==> src/rtl/ac_pkg.sv <==
// Shared types for the AC plant control blocks: scheduler state and plant mode.
package ac_pkg;
    typedef enum logic [1:0] {
        IDLE = 2'd0,
        RUN  = 2'd1,
        DEAD = 2'd2
    } ac_state_t;

    typedef enum logic {
        MODE_HEAT = 1'b0,
        MODE_COOL = 1'b1
    } ac_mode_t;
endpackage

==> src/rtl/ac_zone_scheduler_rr_pick.sv <==
// Combinational round-robin picker: first set bit of valid searching upward from start,
// wrapping; with excl_last the zone just before start (the current holder) is skipped.
module rr_pick #(
    parameter int N = 4,
    localparam int IW = $clog2(N)
) (
    input  logic [N-1:0]  valid,
    input  logic [IW-1:0] start,
    input  logic          excl_last,
    output logic          found,
    output logic [IW-1:0] idx
);
    always_comb begin
        int j;
        logic [IW-1:0] jj;
        found = 1'b0;
        idx   = '0;
        j     = 0;
        jj    = '0;
        // Descending scan so the candidate nearest start overwrites the others.
        for (int k = N - 1; k >= 0; k--) begin
            j = int'(start) + k;
            if (j >= N) j = j - N;
            jj = IW'(j);
            if (valid[jj] && !(excl_last && k == N - 1)) begin
                found = 1'b1;
                idx   = jj;
            end
        end
    end
endmodule

==> src/rtl/ac_zone_scheduler.sv <==
// Shares one heat/cool plant between thermostat zones: round-robin grants with
// minimum/maximum run times and a plant-off dead time on changeover or shutdown.
module ac_zone_scheduler
    import ac_pkg::*;
#(
    parameter int N_ZONES   = 4,
    parameter int MIN_RUN   = 8,
    parameter int MAX_RUN   = 32,
    parameter int DEAD_TIME = 4,
    localparam int IW = $clog2(N_ZONES)
) (
    input  logic               clk,
    input  logic               rst,
    input  logic [N_ZONES-1:0] heat_req,
    input  logic [N_ZONES-1:0] cool_req,
    output logic               plant_heat,
    output logic               plant_cool,
    output logic [N_ZONES-1:0] zone_open,
    output logic [IW-1:0]      grant_idx,
    output logic [N_ZONES-1:0] conflict,
    output ac_state_t          dbg_state
);
    localparam int RW = $clog2(MAX_RUN + 1);
    localparam int DW = $clog2(DEAD_TIME + 1);
    localparam logic [RW-1:0] MIN_LAST  = RW'(MIN_RUN - 1);
    localparam logic [RW-1:0] MAX_LAST  = RW'(MAX_RUN - 1);
    localparam logic [RW-1:0] MAX_SAT   = RW'(MAX_RUN);
    localparam logic [DW-1:0] DEAD_LAST = DW'(DEAD_TIME - 1);
    localparam logic [IW-1:0] LAST_ZONE = IW'(N_ZONES - 1);

    ac_state_t          state;
    ac_mode_t           mode;
    logic [RW-1:0]      run_cnt;
    logic [DW-1:0]      dead_cnt;
    logic [N_ZONES-1:0] valid;
    logic [IW-1:0]      start;
    logic               pick_found;
    logic [IW-1:0]      pick_idx;
    ac_mode_t           pick_mode;
    logic               cur_want;
    logic               min_done;
    logic               max_done;
    logic               grant_end;

    assign valid = heat_req ^ cool_req;
    assign start = (grant_idx == LAST_ZONE) ? '0 : grant_idx + 1'b1;

    rr_pick #(.N(N_ZONES)) u_pick (
        .valid     (valid),
        .start     (start),
        .excl_last (state == RUN),
        .found     (pick_found),
        .idx       (pick_idx)
    );

    assign pick_mode = heat_req[pick_idx] ? MODE_HEAT : MODE_COOL;
    // A conflicting or mode-flipped holder counts as no longer requesting.
    assign cur_want  = valid[grant_idx] &&
                       ((mode == MODE_HEAT) ? heat_req[grant_idx] : cool_req[grant_idx]);
    assign min_done  = run_cnt >= MIN_LAST;
    assign max_done  = run_cnt >= MAX_LAST;
    assign grant_end = min_done && (!cur_want || (max_done && pick_found));
    assign dbg_state = state;

    always_ff @(posedge clk) begin
        if (rst) begin
            state      <= IDLE;
            mode       <= MODE_HEAT;
            run_cnt    <= '0;
            dead_cnt   <= '0;
            plant_heat <= 1'b0;
            plant_cool <= 1'b0;
            zone_open  <= '0;
            grant_idx  <= LAST_ZONE;
            conflict   <= '0;
        end else begin
            conflict <= heat_req & cool_req;
            case (state)
                IDLE: begin
                    if (pick_found) begin
                        state      <= RUN;
                        mode       <= pick_mode;
                        plant_heat <= (pick_mode == MODE_HEAT);
                        plant_cool <= (pick_mode == MODE_COOL);
                        zone_open  <= N_ZONES'(1) << pick_idx;
                        grant_idx  <= pick_idx;
                        run_cnt    <= '0;
                    end
                end
                RUN: begin
                    if (grant_end) begin
                        if (pick_found && pick_mode == mode) begin
                            zone_open <= N_ZONES'(1) << pick_idx;
                            grant_idx <= pick_idx;
                            run_cnt   <= '0;
                        end else begin
                            state      <= DEAD;
                            plant_heat <= 1'b0;
                            plant_cool <= 1'b0;
                            zone_open  <= '0;
                            dead_cnt   <= '0;
                        end
                    end else if (max_done && !pick_found) begin
                        run_cnt <= '0;
                    end else if (run_cnt != MAX_SAT) begin
                        run_cnt <= run_cnt + 1'b1;
                    end
                end
                DEAD: begin
                    if (dead_cnt >= DEAD_LAST) state <= IDLE;
                    else dead_cnt <= dead_cnt + 1'b1;
                end
                default: state <= IDLE;
            endcase
        end
    end
endmodule

==> config.mk <==
export PLATFORM = sky130hd
export DESIGN_NAME = ac_zone_scheduler
export DESIGN_NICKNAME = d
export VERILOG_FILES = /design/src/rtl/ac_pkg.sv /design/src/rtl/ac_zone_scheduler_rr_pick.sv /design/src/rtl/ac_zone_scheduler.sv
export SDC_FILE = /design/constraint.sdc
export NUM_CORES = 1
export LEC_CHECK = 0
export CAP_MARGIN = 20
export CORE_MARGIN = 4
export CORE_UTILIZATION = 49
export CTS_BUF_LIST = sky130_fd_sc_hd__clkbuf_4 sky130_fd_sc_hd__clkbuf_8 sky130_fd_sc_hd__clkbuf_16
export CTS_CLUSTER_DIAMETER = 120
export CTS_CLUSTER_SIZE = 14
export DETAILED_ROUTE_END_ITERATION = 7
export GPL_ROUTABILITY_DRIVEN = 0
export GPL_TIMING_DRIVEN = 0
export PLACE_DENSITY = 0.77
export SLEW_MARGIN = 30
export SYNTH_ARGS = -nofsm -noshare
export SYNTH_HDL_FRONTEND = slang
export SYNTH_SLANG_ARGS = --single-unit
==> constraint.sdc <==
create_clock -name clk -period 4.2 [get_ports clk]
set_input_delay 0.84 -clock clk [delete_from_list [all_inputs] [get_ports clk]]
set_output_delay 0.84 -clock clk [all_outputs]
set_load 0.005 [all_outputs]
==> impl_metrics.sql, run 1 <==
INSERT INTO impl_metrics (metric_group, metric, value, unit) VALUES
('outcome', 'result_of_the_run', 'completed', ''),
('pwr', 'fin_total_pwr', '976', 'uW'),
('cells_and_area', 'n_antenna_cell', '0', ''),
('grt', 'grt_antenna_before_repair', '0', ''),
('yosys', 'postSynthAreaPerCell', '8.79', 'sq um'),
('cells_and_area', 'multiInputGateArea', '1110', 'sq um'),
('yosys', 'synth.top_cell.area_share', '0.286', ''),
('die', 'floorplan.initialDensity', '0.533', ''),
('cts', 'ctsLongestPathBuffers', '2', ''),
('pwr', 'power.static_leakage', '0.000758', 'uW'),
('timing', 'min_period_over_period', '0.883', ''),
('timing', 'worst_hold_slack', '0.506', 'ns'),
('grt', 'via_count_of_the_first_global_routing_pass', '1626', ''),
('critical_path', 'critical_path.endpoint_type', 'register', ''),
('yosys', 'synth_fa_ha_area_frac', '0.0671', ''),
('die', 'dieHeight', '66.5', 'um'),
('yosys', 'synth_ff_type', 'sky130_fd_sc_hd__dfxtp_1', ''),
('yosys', 'synth-compound-area-share', '0.285', ''),
('timing', 'slew_headroom', '0.469', ''),
('cells_and_area', 'seq_area', '480', 'sq um'),
('yosys', 'synth_edf_count', '0', ''),
('cts', 'clk_pin_slew_worst_paths', '0.14', 'ns'),
('yosys', 'netlist-cell-type-count', '56', ''),
('place', 'dpl.hpwl', '3110', 'um'),
('grt', 'track_usage', '0.199', ''),
('die', 'die_w', '66.5', 'um'),
('cts', 'clk_latency', '0.32', 'ns'),
('cells_and_area', 'post_route_cells_drive_above_1_share', '0.124', ''),
('timing', 'max_freq', '270', 'MHz'),
('timing', 'hold_viol', '0', ''),
('detailed_routing', 'routed_vias_inst', '6.23', ''),
('detailed_routing', 'dr_total_vias', '1631', ''),
('cts', 'cts_htree_levels', '1', ''),
('timing', 'rsz0062_at_grt', 'no', ''),
('yosys', 'synth.area.top_cells', 'sky130_fd_sc_hd__dfxtp_1, sky130_fd_sc_hd__ha_1, sky130_fd_sc_hd__a21oi_1', ''),
('die', 'core_region_area', '3150', 'sq um'),
('yosys', 'parity_gate_share_of_the_synthesized_area_counting_xor_and_xnor_cells', '0.00969', ''),
('yosys', 'yosys.area_share.simple', '0.219', ''),
('cts', 'postCtsSetupRepairBufs', '0', ''),
('yosys', 'muxShareOfSynthArea', '0.0820', ''),
('cts', 'postCtsHoldBufs', '0', ''),
('cells_and_area', 'postLayoutCellArea', '2020', 'sq um'),
('detailed_routing', 'detailed_router_s_first_iteration_violation_count', '110', ''),
('yosys', 'synthArstFlopShare', '0', ''),
('critical_path', 'crit_arrival', '3.94', 'ns'),
('detailed_routing', 'ant_nets', '0', ''),
('detailed_routing', 'drt_wl_total', '4160', 'um'),
('pwr', 'power.density_cell_area', '484', 'nW/um^2'),
('cts', 'tritoncts', 'yes', ''),
('timing', 'setup_viol_count_final', '0', ''),
('detailed_routing', 'drcViolationCount', '0', ''),
('yosys', 'yosys_warnings', '0', ''),
('yosys', 'post-synth-top-count-cell', 'sky130_fd_sc_hd__dfxtp_1', ''),
('timing', 'worst_slew_pin_slew', '0.790', 'ns'),
('cts', 'cts_root_buf', 'sky130_fd_sc_hd__clkbuf_4', ''),
('grt', 'grt_start_max_net_pins', '15', ''),
('cts', 'cts.sinks', '24', ''),
('grt', 'globalRoute.totalOverflow', '0', ''),
('min_path', 'worstHoldPathType', 'reg2reg', ''),
('yosys', 'netlist.top_cell.by_area', 'sky130_fd_sc_hd__dfxtp_1', ''),
('timing', 'final.setup.tns', '0', 'ns'),
('cts', 'cts-buffers-inserted', '3', ''),
('cells_and_area', 'fin_nets', '238', ''),
('yosys', 'mappedNetlistArea', '1680', 'sq um'),
('critical_path', 'worstSetupStartpointType', 'input pin', ''),
('die', 'pin_count', '24', ''),
('timing', 'timing.final.max_slew_violations', '0', ''),
('place', 'placed_cell_area', '1960', 'sq um'),
('cts', 'post_cts_resize_count', '0', ''),
('place', 'dpl.cell_count', '258', ''),
('cells_and_area', 'area_delta_synth_final', '20.1', '%');
[power breakdown]
group / switching [uW] / internal (uW)
Combinational: 292 / 239
Clock: 73.1 / 96.5
Sequential: 21.0 / 255
[cells by family (layout without fill, tap and decap cells)]
| group | count (synthesis) | after routing |
|---|---|---|
| and+or+nand+nor | 68 | 68 |
| adders and majority gates | 9 | 9 |
| DFF | 24 | 24 |
| xor gates and xnor gates | 1 | 1 |
| buffers and inverters | 19 | 46 |
| muxes | 11 | 11 |
| AOI/OAI and AO/OA | 59 | 59 |
[through the flow]
step                utilization  worst slack (ns)
floorplan                     -              1.02
detailed placement        0.623             0.223
global route              0.640             0.314
CTS                       0.640             0.526
finish                    0.640             0.493
global placement          0.623             0.298
[placed cells by master, fill, tap and decap left out, types with 8 or more instances in the layout]
| master | synthesis | routed |
|---|---|---|
| sky130_fd_sc_hd__nor2_1 | 11 | 11 |
| sky130_fd_sc_hd__nor3_1 | 8 | 8 |
| sky130_fd_sc_hd__nor2b_1 | 9 | 9 |
| sky130_fd_sc_hd__nand2_1 | 11 | 11 |
| sky130_fd_sc_hd__ha_1 | 9 | 9 |
| sky130_fd_sc_hd__clkdlybuf4s50_1 | 0 | 23 |
| sky130_fd_sc_hd__dfxtp_1 | 24 | 24 |
| sky130_fd_sc_hd__a21oi_1 | 15 | 15 |
| sky130_fd_sc_hd__nand2b_1 | 9 | 9 |
| sky130_fd_sc_hd__inv_1 | 10 | 10 |
[sequential cells by signal, indices dropped and copies added, names as in the netlist]
register    count
dbg_state       2
plant_cool      1
conflict        4
mode            1
run_cnt         6
grant_idx       2
dead_cnt        3
plant_heat      1
zone_open       4
[final timing paths]
kind                        startpoint                   endpoint  slack, ns  depth (start not counted)
max reg2reg  grant_idx[1]$_SDFFE_PP1P_    run_cnt[3]$_SDFFE_PP0P_       1.18                         10
min reg2reg  zone_open[3]$_SDFFE_PP0P_  zone_open[3]$_SDFFE_PP0P_       0.51                          1
max                        heat_req[3]    run_cnt[3]$_SDFFE_PP0P_       0.49                         11
min          zone_open[3]$_SDFFE_PP0P_  zone_open[3]$_SDFFE_PP0P_       0.51                          1
[area by class of cell]
type / instances / share of cell area
Multi-Input combinational cell: 148 / 0.552
Sequential cell: 24 / 0.238
Timing Repair Buffer: 23 / 0.114
Tap cell: 44 / 0.0273
Buffer: 8 / 0.0217
Inverter: 11 / 0.0205
Clock inverter: 1 / 0.0149
Clock buffer: 3 / 0.0112
[worst max-delay path: stages]
cell and delay [ns]:
sky130_fd_sc_hd__clkdlybuf4s50_1 0.55, sky130_fd_sc_hd__ha_1 0.25, sky130_fd_sc_hd__buf_2 0.18, sky130_fd_sc_hd__or3_1 0.40, sky130_fd_sc_hd__o22ai_1 0.18, sky130_fd_sc_hd__a222oi_1 0.09
sky130_fd_sc_hd__o21ai_1 0.12, sky130_fd_sc_hd__mux2_2 0.45, sky130_fd_sc_hd__mux2i_4 0.35, sky130_fd_sc_hd__a31oi_4 0.22, sky130_fd_sc_hd__a221oi_2 0.32
[metal layers]
metal  wire [um]  part of all wire  global-route usage  vias to the layer above
met5           0                 0                   0                        -
met4          53             0.013              0.0609                        0
met3         228             0.055              0.0388                        7
met2        2020              0.49               0.348                       61
met1        1860              0.45               0.245                      785
li1            -                 -                   -                      778
Power figures use the tool's default switching activity.
==> inputs of run 2 (changes only) <==
==> constraint.sdc (replaced) <==
create_clock -name clk -period 4.2 [get_ports clk]
set_input_delay 0.84 -clock clk [delete_from_list [all_inputs] [get_ports clk]]
set_output_delay 0.84 -clock clk [all_outputs]
set_load 0.02 [all_outputs]
==> results of run 2 <==
The final DEF is identical to that of run 1. Status: completed.
Main changes from that run: total power 976 uW -> 1000 uW; worst IR drop on VDD 276 uV -> 291 uV
==> inputs of run 3 (changes only) <==
--- a/config.mk
+++ b/config.mk
@@ -14,7 +14,7 @@
 export DETAILED_ROUTE_END_ITERATION = 7
 export GPL_ROUTABILITY_DRIVEN = 0
 export GPL_TIMING_DRIVEN = 0
-export PLACE_DENSITY = 0.77
+export PLACE_DENSITY = 0.76
 export SLEW_MARGIN = 30
 export SYNTH_ARGS = -nofsm -noshare
 export SYNTH_HDL_FRONTEND = slang
==> impl_metrics.sql, run 3 (synthesized netlist as in run 1, its figures left out) <==
INSERT INTO impl_metrics (metric_group, metric, value, unit) VALUES
('cts', 'cts-buffers-inserted', '3', ''),
('detailed_routing', 'ant_nets', '0', ''),
('cts', 'cts.sinks', '24', ''),
('detailed_routing', 'drcViolationCount', '0', ''),
('critical_path', 'critPathRequiredTime', '4.44', 'ns'),
('cells_and_area', 'area_delta_synth_final', '19.2', '%'),
('die', 'core_region_area', '3150', 'sq um'),
('place', 'buffer_ports.inserted', '23', ''),
('grt', 'grt_first_pass_wirelength', '7200', 'um'),
('critical_path', 'ff2ff_path_depth', '10', ''),
('critical_path', 'worstPathCellList', 'clkdlybuf4s50_1 -> ha_1 -> buf_2 -> or3_1 -> o22ai_1 -> a222oi_1 -> o21ai_1 -> mux2_2 -> mux2i_4 -> a31oi_4 -> a221oi_2', ''),
('timing', 'final.setup.tns', '0', 'ns'),
('min_path', 'hold-path-endpoint', 'zone_open[1]$_SDFFE_PP0P_', ''),
('pwr', 'cell_internal_pwr', '547', 'uW'),
('cts', 'ctsLongestPathBuffers', '2', ''),
('detailed_routing', 'drtPass1Iterations', '5', ''),
('pwr', 'clock_power_share', '0.127', ''),
('cells_and_area', 'postLayoutCellArea', '2000', 'sq um'),
('place', 'dpl.hpwl', '3110', 'um'),
('die', 'floorplan.initialDensity', '0.533', ''),
('cells_and_area', 'largest_register_ffs', '6', ''),
('cells_and_area', 'final_cell_mix', 'sky130_fd_sc_hd__dfxtp_1, sky130_fd_sc_hd__clkdlybuf4s50_1, sky130_fd_sc_hd__a21oi_1', ''),
('min_path', 'worst_hold_startpoint', 'zone_open[1]$_SDFFE_PP0P_', ''),
('detailed_routing', 'dr_total_vias', '1612', ''),
('min_path', 'worstHoldPathType', 'reg2reg', ''),
('cts', 'clk_latency', '0.32', 'ns'),
('detailed_routing', 'routed_vias_inst', '6.15', ''),
('die', 'placementRows', '20', ''),
('cts', 'postCtsHoldBufs', '0', ''),
('critical_path', 'worst_case_register_to_register_setup_slack', '1.21', 'ns'),
('detailed_routing', 'avgRoutedWirePerCell', '16.1', 'um'),
('place', 'dpl.cell_count', '258', ''),
('cells_and_area', 'layout_top_registers', 'run_cnt (6), conflict (4), zone_open (4)', ''),
('pwr', 'power.sequential.fraction', '0.286', ''),
('critical_path', 'worstSetupStartpointType', 'input pin', ''),
('timing', 'worst_slew_pin_slew', '0.772', 'ns'),
('critical_path', 'crit_arrival', '3.98', 'ns'),
('cells_and_area', 'n_antenna_cell', '0', ''),
('cells_and_area', 'instances_no_fill', '262', ''),
('detailed_routing', 'detailed_router_s_first_iteration_violation_count', '106', ''),
('die', 'die_w', '66.5', 'um'),
('cts', 'post_cts_resize_count', '0', ''),
('timing', 'slew_headroom', '0.481', ''),
('min_path', 'timing.hold.worst_path_depth', '2', ''),
('pwr', 'power.density_cell_area', '482', 'nW/um^2'),
('cts', 'cts_root_buf', 'sky130_fd_sc_hd__clkbuf_4', ''),
('die', 'die-area', '4430', 'sq um'),
('timing', 'clock-skew-final', '0.00413', 'ns'),
('cells_and_area', 'final_common_cell', 'sky130_fd_sc_hd__dfxtp_1', ''),
('grt', 'grt_start_max_net_pins', '14', ''),
('critical_path', 'crit-reg2reg-launch', 'grant_idx[1]$_SDFFE_PP1P_', ''),
('timing', 'min_period_over_period', '0.891', ''),
('timing', 'setup_viol_count_final', '0', ''),
('timing', 'hold_viol', '0', ''),
('cts', 'postCtsSetupRepairBufs', '0', ''),
('grt', 'globalRoute.totalOverflow', '0', ''),
('cts', 'tritoncts', 'yes', ''),
('pwr', 'power.static_leakage', '0.000751', 'uW'),
('die', 'dieHeight', '66.5', 'um'),
('pwr', 'fin_total_pwr', '963', 'uW'),
('critical_path', 'worst_path_max_delay_cell', 'sky130_fd_sc_hd__clkdlybuf4s50_1', ''),
('cells_and_area', 'largest_register', 'run_cnt', ''),
('cts', 'cts_htree_levels', '1', ''),
('cells_and_area', 'post_route_cells_drive_above_1_share', '0.124', ''),
('run', 'cap_violations', '0', ''),
('detailed_routing', 'drt_wl_total', '4210', 'um'),
('critical_path', 'critical_path.endpoint_type', 'register', ''),
('timing', 'finalCriticalPeriod', '3.74', 'ns'),
('grt', 'track_usage', '0.206', ''),
('pwr', 'switching_share', '0.432', ''),
('outcome', 'result_of_the_run', 'completed', ''),
('grt', 'grt_antenna_before_repair', '0', ''),
('critical_path', 'regToRegEndpoint', 'run_cnt[3]$_SDFFE_PP0P_', ''),
('pwr', 'total_switching_power', '416', 'uW'),
('cts', 'clk_pin_slew_worst_paths', '0.13', 'ns'),
('pwr', 'comb_power_share', '0.587', ''),
('critical_path', 'crit_path_max_incr_delay', '0.55', 'ns'),
('place', 'placed_cell_area', '1960', 'sq um'),
('critical_path', 'crit_type', 'in2reg', ''),
('timing', 'timing.final.max_slew_violations', '0', ''),
('grt', 'via_count_of_the_first_global_routing_pass', '1563', ''),
('timing', 'rsz0062_at_grt', 'no', ''),
('die', 'pin_count', '24', ''),
('timing', 'max_freq', '267', 'MHz'),
('pwr', 'peakVddDrop', '304', 'uV'),
('cells_and_area', 'fin_nets', '238', ''),
('critical_path', 'cp_max_fo', '9', '');
-- run 3: cell count changes in the layout (fill, tap and decap cells not counted), sizes merged --
| cell | delta |
|---|---|
| clkbuf | +1 |
| bufinv | -1 |
-- run 3: cell type report --
class                      count  area [sq um]
clock buffer                   4          36.3
sequential                    24           480
timing repair buffer          23           230
multi-input combinational    148          1110
buffer                         8          43.8
tap                           44          55.1
inverter                      11          41.3
fill                         286          1150
-- run 3: routing by layer --
layer	vias up	share of wire	global-route usage
li1	778	-	-
met3	6	0.060	0.0489
met4	0	0.0090	0.0406
met5	-	0	0
met2	72	0.49	0.348
met1	756	0.44	0.266
-- run 3: worst max path at each step --
stage / depth (start not counted) / startpoint / slack, ns / endpoint
after global routing: 10 / heat_req[2] / 0.31 / plant_heat$_SDFFE_PP0P_
after CTS: 11 / heat_req[3] / 0.51 / run_cnt[3]$_SDFFE_PP0P_
after detailed placement: 11 / heat_req[3] / 0.19 / run_cnt[3]$_SDFFE_PP0P_
after global placement: 11 / heat_req[3] / 0.29 / dead_cnt[0]$_SDFFE_PP0P_
final: 11 / heat_req[3] / 0.46 / run_cnt[3]$_SDFFE_PP0P_
after floorplan: 10 / heat_req[3] / 1.02 / grant_idx[1]$_SDFFE_PP1P_
-- run 3: power by group through the flow --
stage / registers, uW / clock network (uW) / logic [uW]
3_5_place_dp: 281 / 0 / 552
4_1_cts: 276 / 128 / 555
2_1_floorplan: 306 / 0 / 384
6_report: 275 / 123 / 565
3_3_place_gp: 280 / 0 / 532
5_1_grt: 280 / 134 / 614
-- run 3: metrics by stage --
stage | hold WS, ns | util | worst slack, ns
final | 0.499 | 0.635 | 0.459
after floorplan | 0.468 | - | 1.02
after detailed placement | 0.471 | 0.623 | 0.187
after CTS | 0.503 | 0.635 | 0.514
after global routing | 0.528 | 0.635 | 0.314
after global placement | 0.473 | 0.623 | 0.292
-- run 3: worst max-delay path: cells and delay by family --
family	cells	cell delay (ns)
and+or+nand+nor	1	0.39
buffers and inverters	2	0.73
muxes	2	0.81
adders and majority gates	1	0.25
AOI/OAI and AO/OA	5	0.95
==> RTL edit 1, RTL diff (config.mk and constraints of run 1) <==
The parameter `DEAD_TIME` goes from 4 to 16.
--- a/src/rtl/ac_zone_scheduler.sv
+++ b/src/rtl/ac_zone_scheduler.sv
@@ -6,7 +6,7 @@
     parameter int N_ZONES   = 4,
     parameter int MIN_RUN   = 8,
     parameter int MAX_RUN   = 32,
-    parameter int DEAD_TIME = 4,
+    parameter int DEAD_TIME = 16,
     localparam int IW = $clog2(N_ZONES)
 ) (
     input  logic               clk,
Check against the original RTL: no difference found for any inputs over 10 cycles, from zero or initial values and one cycle with rst high; that may be too few to reach the edited logic, so the function may still have changed.
==> RTL edit 1 against run 1 <==
- synthesized area increased by 3.4%
- via count decreased by 2.9%
- sequential cell count grew 2
- design area increased by 2.9%
- clock skew is 0.0053 ns higher
- setup slack better by 0.069 ns
- critical endpoint is now grant_idx[1]
- largest cell class unchanged
- total power up 0.35%
- wire length shrank 7.6%
==> RTL edit 1: results (changes against run 1) <==
| Metric | Value |
|---|---|
| Registers with the most flip-flops | run_cnt (6), dead_cnt (5) |
| Largest cells by area after synthesis | sky130_fd_sc_hd__dfxtp_1 (30%), sky130_fd_sc_hd__ha_1 (6.5%), sky130_fd_sc_hd__nand2_1 (4.3%) |
| Number of antenna cells inserted | 0 (unchanged) |
| Leakage power total | 0.790 nW (+4.2%) |
| All-layer global routing usage | 18.5% (-1.4 points) |
| Fraction of registers with async set/reset | 0% (unchanged) |
| Per-cell routed wire length | 13.9 µm (-13%) |
| Worst IR Drop VDD | 0.284 mV (+3.0%) |
| Initial antenna violation count | 0 (unchanged) |
| Post-CTS setup buffer count | 0 (unchanged) |
| First-pass detailed-route iteration total | 4 (unchanged) |
| Port-buffer cells | 23 (unchanged) |
| Share of cells above drive strength 1 | 10.8% (-1.6 points) |
| Drt drc | 0 (unchanged) |
| Clock buffers created by TritonCTS | 3 (unchanged) |
| Transition time at the pin with the least slew margin | 0.718 ns (-0.0716 ns) |
| Leading cell types by count after synthesis | sky130_fd_sc_hd__dfxtp_1 (26), sky130_fd_sc_hd__nand2_1 (20), sky130_fd_sc_hd__nor2_1 (15) |
| Number of nets in the layout | 251 (+5.5%) |
| Detailed Place HPWL | 2980 µm (-4.3%) |
| Largest net degree at the start of global routing | 16 (+1) |
| Clock latency on the worst-skew pair | 0.33 ns |
| Clock-pin slew reported for the worst setup and hold paths after clock tree synthesis | 0.14 ns (about the same) |
| Post-synth cell types | 57 (+1.8%) |
| Net Count, Synth | 223 (+6.2%) |
| Path category of the worst min-delay check | reg -> reg |
| Detailed Route Iter0 Violations | 93 (-15%) |
| Maximum count of clock buffers along a single path | 2 (unchanged) |
| Arrival time of the worst setup path | 3.87 ns (-0.07 ns) |
| Post-DP Area | 0.00202 mm² (+3.0%) |
| Clock skew after layout | 0.00696 ns (+0.00528 ns) |
| Total of fill cells in the finished design | 287 (-5.6%) |
| Via count | 1584 (-2.9%) |
| Outcome | completed |
| Resized cells post-CTS | 0 (unchanged) |
| Library cell used as clock root buffer | sky130_fd_sc_hd__clkbuf_4 |
| Number of warnings reported in the yosys synthesis log | 0 (unchanged) |
| Part of the Yosys area used for sequential elements | 30.0% (+1.4 points) |
| Global-route wire length before repair | 6520 µm (-6.3%) |
| Pre-CTS worst setup slack | 0.208 ns (-0.0149 ns) |
| Maximum net fanout on the critical path | 9 (unchanged) |
| H-tree Lvls | 1 (unchanged) |
| Via count of the first global-routing pass | 1451 (-11%) |
[RTL edit 1: cell count changes in the layout (fill, tap and decap cells not counted), sizes merged, moves of 3 or more]
cell	change
a221oi	-3
a31o	-3
a41o	+3
clkbuf	+3
mux2i	-3
nand2	+9
nor2	+4
nor2b	-3
o21ai	+4
or3	-3
[RTL edit 1: path summary, 6_finish.rpt]
| kind | endpoint | depth (start not counted) | slack, ns | start |
|---|---|---|---|---|
| max | grant_idx[1] | 11 | 0.56 | heat_req[2] |
| min | zone_open[1] | 2 | 0.46 | zone_open[1] |
| max reg2reg | grant_idx[1] | 10 | 1.19 | grant_idx[1] |
| min reg2reg | zone_open[1] | 2 | 0.46 | zone_open[1] |
[RTL edit 1: per-stage QoR]
stage,instances,hold slack (ns)
floorplan,204,0.449
global placement,273,0.435
detailed placement,273,0.443
CTS,277,0.472
global route,277,0.493
finish,277,0.464
[RTL edit 1: cell families after synthesis]
family	synth area share, %
fa+ha+maj	7.07
buf+inv	4.76
simple gates	23.9
flops	30.0
xor+xnor	1.59
compound gates	27.9
mux	4.83
[RTL edit 1: final cells by class]
class | count | area (µm²) | area share, %
buffer | 9 | 37.5 | 1.81
sequential | 26 | 520 | 25.1
inverter | 12 | 45.0 | 2.17
tap | 46 | 57.6 | 2.77
clock buffer | 3 | 22.5 | 1.08
timing repair buffer | 23 | 230 | 11.1
multi-input combinational | 157 | 1130 | 54.6
clock inverter | 1 | 30.0 | 1.45
[RTL edit 1: worst max-delay path, cell delays in order]
cell and delay (ns):
sky130_fd_sc_hd__clkdlybuf4s50_1 0.47, sky130_fd_sc_hd__ha_1 0.30, sky130_fd_sc_hd__buf_2 0.20, sky130_fd_sc_hd__inv_1 0.11, sky130_fd_sc_hd__maj3_1 0.34, sky130_fd_sc_hd__a32o_1 0.22, sky130_fd_sc_hd__a21oi_2 0.29, sky130_fd_sc_hd__mux2i_4 0.39
sky130_fd_sc_hd__xnor2_4 0.13, sky130_fd_sc_hd__o21ai_2 0.24, sky130_fd_sc_hd__mux2_2 0.36
[RTL edit 1: power breakdown]
group | switching (mW) | internal (mW) | total, mW | leakage, nW
Combinational | 0.275 | 0.233 | 0.508 | 0.550
Sequential | 0.0211 | 0.276 | 0.297 | 0.212
Clock | 0.0777 | 0.0966 | 0.174 | 0.0279
Total | 0.374 | 0.605 | 0.980 | 0.790
[RTL edit 1: layer usage]
| layer | track usage [%] | up-vias | share of wire, % |
|---|---|---|---|
| li1 | - | 817 | - |
| met1 | 25.6 | 728 | 48 |
| met2 | 29.8 | 35 | 47 |
| met5 | 0 | - | 0 |
| met3 | 2.16 | 4 | 4.1 |
| met4 | 5.82 | 0 | 1.2 |
==> RTL edit 2, RTL diff (flow settings as in run 1) <==
Made on the original files. Register the output `dbg_state` once more, without a reset; this adds one clock of latency there. The other outputs are not delayed to match.
--- a/src/rtl/ac_zone_scheduler.sv
+++ b/src/rtl/ac_zone_scheduler.sv
@@ -60,7 +60,9 @@
     assign min_done  = run_cnt >= MIN_LAST;
     assign max_done  = run_cnt >= MAX_LAST;
     assign grant_end = min_done && (!cur_want || (max_done && pick_found));
-    assign dbg_state = state;
+    always_ff @(posedge clk) begin
+        dbg_state <= state;
+    end
 
     always_ff @(posedge clk) begin
         if (rst) begin
Function: changed (Yosys sat finds a counterexample within 4 cycles, from zero or initial values and one cycle with rst high).
==> RTL edit 2 against run 1 <==
- synthesized area decreased by 2.4%
- via count fell by 2.6%
- sequential share of layout area increased by 2.8 points
- total power rose by 1.1%
- design area decreased by 2.9%
- global-route usage shrank 0.57 points
- sequential cell count grew 2
- utilization fell by 1.4 points
- wire length decreased by 2.4%
- setup slack lost 0.24 ns
- critical path type unchanged
==> RTL edit 2: results (changes against run 1) <==
| Metric | Value |
|---|---|
| Number of nets in the layout | 244 (+2.5%) |
| Registers with the most flip-flops | run_cnt (6), conflict (4), zone_open (4) |
| Pre-CTS worst setup slack | -0.254 ns (-0.476 ns) |
| Clock skew after layout | 0.00322 ns (+0.00154 ns) |
| Post-synth cell types | 49 (-13%) |
| Net Count, Synth | 215 (+2.4%) |
| Count of placed standard cells including taps | 263 (+1.9%) |
| Leading cell types by count after synthesis | sky130_fd_sc_hd__dfxtp_1 (26), sky130_fd_sc_hd__nor2_1 (20), sky130_fd_sc_hd__nand2_1 (15) |
| H-tree Lvls | 1 (unchanged) |
| Post-layout instance count excluding filler cells | 267 (+1.9%) |
| Path category of the worst min-delay check | reg -> reg |
| All-layer global routing usage | 19.4% (-0.57 points) |
| Via count | 1588 (-2.6%) |
| Share of cells above drive strength 1 | 6.28% (-6.1 points) |
| Largest net degree at the start of global routing | 14 (-1) |
| Port-buffer cells | 23 (unchanged) |
| Maximum net fanout on the critical path | 10 (+1) |
| Part of the Yosys area used for sequential elements | 31.8% (+3.1 points) |
| Leakage power total | 0.798 nW (+5.3%) |
| Largest cells by area after synthesis | sky130_fd_sc_hd__dfxtp_1 (32%), sky130_fd_sc_hd__ha_1 (6.9%), sky130_fd_sc_hd__mux2i_1 (6.1%) |
| Global-route wire length before repair | 6720 µm (-3.5%) |
| Per-cell routed wire length | 15.2 µm (-4.2%) |
| Max-capacitance violation count | 0 (unchanged) |
| Detailed Route Iter0 Violations | 100 (-9.1%) |
| Number of antenna cells inserted | 0 (unchanged) |
| Post-Syn Instances | 196 (+2.6%) |
| Largest stage delay, worst path | 0.48 ns (-0.07 ns) |
| Max stage delay cell, worst path | sky130_fd_sc_hd__clkdlybuf4s50_1 |
| Worst IR Drop VDD | 0.298 mV (+8.1%) |
| Outcome | completed |
| Via count of the first global-routing pass | 1539 (-5.4%) |
| Arrival time of the worst setup path | 4.17 ns (+0.23 ns) |
| Detailed Place HPWL | 3000 µm (-3.6%) |
| Total of fill cells in the finished design | 292 (-3.9%) |
| Transition time at the pin with the least slew margin | 0.634 ns (-0.156 ns) |
-- RTL edit 2: cell count changes in the layout (fill, tap and decap cells not counted), moves of 4 or more --
cell,before,now
sky130_fd_sc_hd__nor2_1,11,20
sky130_fd_sc_hd__a21oi_1,15,10
sky130_fd_sc_hd__buf_2,5,0
sky130_fd_sc_hd__nand2_1,11,15
sky130_fd_sc_hd__nand3b_1,0,4
-- RTL edit 2: kinds of logic after synthesis --
group / share of synthesized area (%)
simple gates: 22.8
compound gates: 26.2
flops: 31.8
buf+inv: 5.04
mux: 6.79
fa+ha+maj: 6.87
xor+xnor: 0.534
-- RTL edit 2: power breakdown --
| part | internal, mW | switching, mW | total [mW] |
|---|---|---|---|
| sequential | 0.281 | 0.0308 | 0.312 |
| clock | 0.0336 | 0.0713 | 0.105 |
| combinational | 0.249 | 0.321 | 0.570 |
| total | 0.564 | 0.423 | 0.987 |
-- RTL edit 2: worst reg2reg max path: stages, from the launching register on --
cell	delay (ns)
sky130_fd_sc_hd__dfxtp_1	0.41
sky130_fd_sc_hd__ha_1	0.38
sky130_fd_sc_hd__buf_1	0.39
sky130_fd_sc_hd__o22a_1	0.24
sky130_fd_sc_hd__o32ai_1	0.09
sky130_fd_sc_hd__a222oi_1	0.51
sky130_fd_sc_hd__clkbuf_2	0.28
sky130_fd_sc_hd__nor3_1	0.09
sky130_fd_sc_hd__a21oi_2	0.23
sky130_fd_sc_hd__xor2_1	0.16
sky130_fd_sc_hd__a31o_2	0.33
sky130_fd_sc_hd__a32o_1	0.26
-- RTL edit 2: final cells by class --
type	count	area share, %
multi-input cells	152	53.2
inverters	10	1.92
well taps	44	2.81
repair buffers	24	12.0
clock buffers	3	1.15
flip-flops and latches	26	26.6
plain buffers	8	2.30
-- RTL edit 2: what timing repair did --
| item | in CTS | in global routing |
|---|---|---|
| endpoints found under the hold margin | 0 | 0 |
| hold buffers | 0 | 0 |
| endpoints found under the setup margin | 0 | 1 |
| gates resized for setup | 0 | 1 |
-- RTL edit 2: layer usage --
metal  GRT usage, %  vias up  part of all wire [%]
met4           5.18        0                  0.98
met5              0        -                     0
met2           33.2       52                    48
li1               -      780                     -
met3           4.59        4                   6.8
met1           24.1      752                    44
-- RTL edit 2: metrics by stage --
stage | setup TNS, ns | area, µm²
final | 0 | 1960
after global routing | 0 | 1960
after CTS | 0 | 1950
after detailed placement | -1.92 | 1920
after global placement | -0.384 | 1920
after floorplan | 0 | 1640
-- RTL edit 2: worst paths after layout --
check	startpoint	end	slack, ns	depth (start not counted)
hold / removal	zone_open[0]	zone_open[0]	0.48	2
setup reg to reg	grant_idx[0]	zone_open[2]	0.75	11
setup / recovery	heat_req[2]	run_cnt[5]	0.26	11
hold reg to reg	zone_open[0]	zone_open[0]	0.48	2
